[config.mk]
export PLATFORM = sky130hd
export DESIGN_NAME = sci_fifo_wr_arb
export DESIGN_NICKNAME = d
export VERILOG_FILES = /design/src/rtl/sci_fifo_wr_arb.sv
export SDC_FILE = /design/constraint.sdc
export NUM_CORES = 1
export LEC_CHECK = 0
export BUFFER_PORTS_ARGS = -buffer_cell sky130_fd_sc_hd__buf_2
export CAP_MARGIN = 20
export CORE_MARGIN = 2
export CORE_UTILIZATION = 55
export DETAILED_ROUTE_END_ITERATION = 8
export PLACE_DENSITY = 0.79
export SLEW_MARGIN = 25
export SYNTH_ARGS = -nofsm -noshare
export SYNTH_HDL_FRONTEND = slang
export SYNTH_SLANG_ARGS = --single-unit
[constraint.sdc]
create_clock -name clk -period 2.3 [get_ports clk]
set_input_delay 0.115 -clock clk [delete_from_list [all_inputs] [get_ports clk]]
set_output_delay 0.115 -clock clk [all_outputs]
set_load 0.05 [all_outputs]
[src/rtl/sci_fifo_wr_arb.sv]
// rtl/sci_fifo_wr_arb.sv - two-source framed write arbiter for the science-buffer FIFO
// Frames: EB 25 <id> 76, payload, XOR checksum; round-robin between sources.
module sci_fifo_wr_arb #(
    parameter int PTRWIDTH = 12,
    parameter int MARGIN   = 300,
    parameter int MAXLEN   = 256
) (
    input  logic                clk,
    input  logic                rst_n,
    input  logic [PTRWIDTH:0]   uw,
    input  logic                req0,
    input  logic                wen0,
    input  logic [7:0]          din0,
    input  logic                req1,
    input  logic                wen1,
    input  logic [7:0]          din1,
    output logic                gnt0,
    output logic                gnt1,
    output logic                valid,
    output logic [7:0]          dout,
    output logic                trunc
);

    localparam int              DEPTH = 2 ** PTRWIDTH;
    localparam logic [PTRWIDTH:0] LIMIT = (PTRWIDTH + 1)'(DEPTH - MARGIN);
    localparam logic [15:0]     MAXL  = 16'(MAXLEN);

    localparam logic [4:0] S_IDLE = 5'b00001;
    localparam logic [4:0] S_HEAD = 5'b00010;
    localparam logic [4:0] S_DATA = 5'b00100;
    localparam logic [4:0] S_SUM  = 5'b01000;
    localparam logic [4:0] S_GAP  = 5'b10000;

    logic [4:0]  r_state;
    logic        r_id;
    logic        r_last;
    logic [1:0]  r_hcnt;
    logic [15:0] r_len;
    logic [7:0]  r_csum;
    logic        r_gnt0;
    logic        r_gnt1;
    logic        r_valid;
    logic [7:0]  r_dout;
    logic        r_trunc;

    logic        w_req;
    logic        w_wen;
    logic [7:0]  w_din;
    logic        w_pick;
    logic        w_start;
    logic        w_hit;
    logic        w_exit;

    assign w_req   = r_id ? req1 : req0;
    assign w_wen   = r_id ? wen1 : wen0;
    assign w_din   = r_id ? din1 : din0;
    // With both requesting, the source not served last wins.
    assign w_pick  = (req0 && req1) ? ~r_last : req1;
    assign w_start = (req0 || req1) && (uw < LIMIT);
    assign w_hit   = w_wen && ((r_len + 16'd1) == MAXL);
    assign w_exit  = !w_req || w_hit;

    always_ff @(posedge clk or negedge rst_n) begin
        if (!rst_n) begin
            r_state <= S_IDLE;
            r_id    <= 1'b0;
            r_last  <= 1'b1;
            r_hcnt  <= 2'd0;
            r_len   <= 16'd0;
            r_csum  <= 8'h00;
            r_gnt0  <= 1'b0;
            r_gnt1  <= 1'b0;
            r_valid <= 1'b0;
            r_dout  <= 8'h00;
            r_trunc <= 1'b0;
        end else begin
            r_valid <= 1'b0;
            r_trunc <= 1'b0;
            case (r_state)
                S_IDLE: begin
                    if (w_start) begin
                        r_id    <= w_pick;
                        r_gnt0  <= ~w_pick;
                        r_gnt1  <= w_pick;
                        r_hcnt  <= 2'd0;
                        r_len   <= 16'd0;
                        r_csum  <= 8'h00;
                        r_state <= S_HEAD;
                    end
                end
                S_HEAD: begin
                    r_valid <= 1'b1;
                    case (r_hcnt)
                        2'd0:    r_dout <= 8'hEB;
                        2'd1:    r_dout <= 8'h25;
                        2'd2:    r_dout <= {7'b0, r_id};
                        default: r_dout <= 8'h76;
                    endcase
                    r_hcnt <= r_hcnt + 2'd1;
                    if (r_hcnt == 2'd3) begin
                        r_state <= S_DATA;
                    end
                end
                S_DATA: begin
                    r_valid <= w_wen;
                    if (w_wen) begin
                        r_dout <= w_din;
                        r_len  <= r_len + 16'd1;
                        r_csum <= r_csum ^ w_din;
                    end
                    if (w_exit) begin
                        r_gnt0  <= 1'b0;
                        r_gnt1  <= 1'b0;
                        r_trunc <= w_hit && w_req;
                        r_state <= S_SUM;
                    end
                end
                S_SUM: begin
                    r_valid <= 1'b1;
                    r_dout  <= r_csum;
                    r_last  <= r_id;
                    r_state <= S_GAP;
                end
                S_GAP: begin
                    r_state <= S_IDLE;
                end
                default: begin
                    r_gnt0  <= 1'b0;
                    r_gnt1  <= 1'b0;
                    r_state <= S_IDLE;
                end
            endcase
        end
    end

    assign gnt0  = r_gnt0;
    assign gnt1  = r_gnt1;
    assign valid = r_valid;
    assign dout  = r_dout;
    assign trunc = r_trunc;

endmodule

==> impl_results.md <==
* Place WS at about 0.078 ns
* R2r startpoint: r_len[0]
* Die height at 74.2 um
* R2R depth at 7
* Final WL at 6190 um
* Chip Width at 74.2 um
* Fmax at 460 MHz
* Clk_lat worst skew at 0.31 ns
* N_diodes at 0
* Root Buffer: clkbuf_8
* Primary flip-flop cell chosen by synthesis mapping: dfrtp_1
* Status: completed
* CP Class: reg2reg
* Final ANT Viol Nets at 0
* Maximum capacitance violations at 0
* Fin nets at 400
* Reg2Reg Setup Slack at 0.13 ns
* H-tree Lvls at 2
* Yosys cell types at 55
* Overall global routing resource usage at 23.4%
* Die area at between 0.005 and 0.006 sq mm
* Clock tree buffer depth at 2
* I/O pins at between 40 and 50
* Seq/Total Area, Yosys at 41.7%
* Core Rows at 25
* Syn nets at between 300 and 400
* CP startpoint: r_len[0]
* Vias at 2530
* Setup WS post-layout at 0.125 ns
* Yosys reg bits at 45
* Cell total after placement at 416
* Worst Path Max Fanout at 9
* Non-filler cells, final at 427
* CP cell instances: buf_4 -> nand3_4 -> or4_1 -> o311ai_2 -> nand4bb_1 -> nor4_4 -> o22ai_1
* Largest net degree at the start of global routing at 46
* Total iterations of the first detailed-routing run at 4
* Worst EP required at 2.48 ns
* Grt ovf at 0
* First DRT Iteration DRCs at around 190
* Synth Area per Inst at slightly below 9 sq um
* Wire per inst at 14.5 um
* DP HPWL at roughly 4400 um
* Count of input and output buffers at 44
* Post-synthesis cell count at 310
* TritonCTS clock tree: done
* Hold Crit Class: in2reg
* Final Cycle Share at 94.6%
* CP Capture Type: flip-flop
* Area Overhead vs Synth at 18.1%
* Critical path's slowest cell: or4_1
* Routed vias/inst at around 5.9
* # DRC at 0
* Core area at 0.00472 sq mm
* Initial antenna violation count at 0
* Final Skew at 0.0142 ns
* Max transition margin at 61.1%
* Leakage power at 1.41 nW
* Final setup viols at 0
* RSZ-0062 raised after global routing: true
* Worst r2r dst: r_state[2]
* Layout cells sized above 1 at between 20% and 30%
* Number of synthesis warnings at 0
* EDFF count, synth at 0
* Cell Area, Synth at between 0.002 and 0.003 sq mm
* Final Hold Fails at 0
* CP endpoint: r_state[2]
* Critical path's largest stage delay at 0.57 ns
* Minimum clock period at about 2.2 ns
* Worst slew pin tran at between 0.5 and 0.6 ns
* Sinks on the clock net at 45
* Arrival time at the worst endpoint at 2.35 ns
* First-pass GRT wire length at 10200 um
* Vias in the first global route at 2264
* Initial Util at 57.4%
* PwrDens at 824 mW/mm^2
* Final Max Tran Viols at 0
* Cts bufs inserted at 5
* Placer Congestion at 0.866
* Worst Setup Start Kind: flip-flop
* VDD IR max at around 0.43 mV
* Fin util at 67.7%
* Clock-pin slew on the worst setup and hold paths at 0.09 ns
* Async S/R FF share, synth at 100%
* Setup TNS at 0 ns
==> worst min-delay path by stage <==
stage / startpoint / end / slack, ns / depth (start not counted)
6_report: req1 / r_id / 0.16 / 3
3_3_place_gp: rst_n / r_csum[3] / 0.34 / 1
5_1_grt: req1 / r_id / 0.18 / 3
4_1_cts: req1 / r_id / 0.16 / 3
3_5_place_dp: rst_n / r_len[3] / 0.33 / 1
2_1_floorplan: rst_n / dout[0] / -0.18 / 0
==> power by group <==
part           leakage (nW)  internal, mW  switching, mW
Sequential            0.583         0.917         0.0809
Clock                0.0603         0.333          0.296
Combinational         0.762         0.322          0.688
==> cell usage in the layout, fill, tap and decap left out, types with 2 or more instances in the layout <==
cell,synthesis,final
clkbuf_8,0,5
o41ai_1,2,2
mux2_2,2,2
buf_2,4,43
nor2_1,39,39
or2b_2,2,2
or3_1,8,8
a211oi_1,4,4
nand4_1,5,5
dfstp_2,2,2
and3_1,4,4
nor4_4,1,2
buf_4,1,13
or4_1,4,2
ha_1,6,5
mux2i_1,9,9
nand2_1,28,28
nor4_1,4,4
a221oi_1,3,3
o31ai_1,4,4
dfrtp_2,0,3
nor3_1,2,2
xor2_1,4,4
nand2b_1,4,4
inv_1,6,6
and2_1,2,2
or4_4,0,2
nand3_1,11,11
a21oi_1,23,22
a31oi_1,9,9
dfrtp_1,43,40
o21ai_0,41,41
==> cell families (layout without fill, tap and decap cells) <==
logic type | Yosys count | in the layout | synth area share, %
AND/OR/NAND/NOR | 126 | 126 | 25.0
AO/OA/AOI/OAI | 96 | 96 | 21.0
flip-flops | 45 | 45 | 41.7
buffers and inverters | 21 | 71 | 3.79
multiplexers | 11 | 11 | 4.16
adder cells (fa/ha/maj) | 6 | 6 | 2.77
XOR/XNOR | 5 | 5 | 1.62
==> cell type report <==
class | instances | area [sq um]
Sequential cell | 45 | 1130
Fill cell | 392 | 1520
Timing Repair Buffer | 57 | 323
Multi-Input combinational cell | 244 | 1520
Inverter | 6 | 22.5
Clock buffer | 5 | 68.8
Tap cell | 67 | 83.8
Clock inverter | 3 | 50.0
==> synth_stat cells, types with 5 or more instances <==
| cell type | number | area share [%] |
|---|---|---|
| a21oi_1 | 23 | 4.2 |
| a31oi_1 | 9 | 2.1 |
| clkbuf_1 | 7 | 0.97 |
| dfrtp_1 | 43 | 40 |
| ha_1 | 6 | 2.8 |
| inv_1 | 6 | 0.83 |
| mux2i_1 | 9 | 3.3 |
| nand2_1 | 28 | 3.9 |
| nand3_1 | 11 | 2.0 |
| nand4_1 | 5 | 1.2 |
| nor2_1 | 39 | 5.4 |
| o21ai_0 | 41 | 7.6 |
| or3_1 | 8 | 1.8 |
==> metrics by stage <==
| stage | area [sq um] | hold WS (ns) | power [mW] |
|---|---|---|---|
| 6_report | 3200 | 0.163 | 2.64 |
| 5_1_grt | 3200 | 0.184 | 2.78 |
| 4_1_cts | 3140 | 0.158 | 2.65 |
| 3_5_place_dp | 3010 | 0.331 | 2.02 |
| 3_3_place_gp | 3010 | 0.336 | 2.00 |
| 2_1_floorplan | 2710 | -0.181 | 1.76 |
==> critical path, delay by kind of cell, from the launching register on <==
| family | cells | cell delay [ns] |
|---|---|---|
| simple gates | 4 | 1.22 |
| flops | 1 | 0.40 |
| buf+inv | 1 | 0.17 |
| compound gates | 2 | 0.26 |
==> sequential cells by signal, summed over array words and instances, names as in the netlist <==
| signal | cells |
|---|---|
| r_last | 1 |
| r_len | 16 |
| dout | 8 |
| trunc | 1 |
| valid | 1 |
| gnt0 | 1 |
| r_id | 1 |
| gnt1 | 1 |
| r_hcnt | 2 |
| r_csum | 8 |
| r_state | 5 |
==> routing by layer <==
layer  vias to the layer above  wire length [um]  global-route usage, %
li1                       1240                 -                      -
met1                      1224              2820                   31.5
met2                        59              3040                   39.7
met3                         7               266                   3.79
met4                         0                70                   6.06
met5                         -                 0                      0
==> repair_timing <==
action | 4_1_cts | 5_1_grt
gates resized for setup | 0 | 10
buffers inserted | 0 | 2
hold buffers | 1 | 0
setup endpoints to repair | 0 | 3
endpoints found under the hold margin | 22 | 0
(Power assumes the default switching activity.)
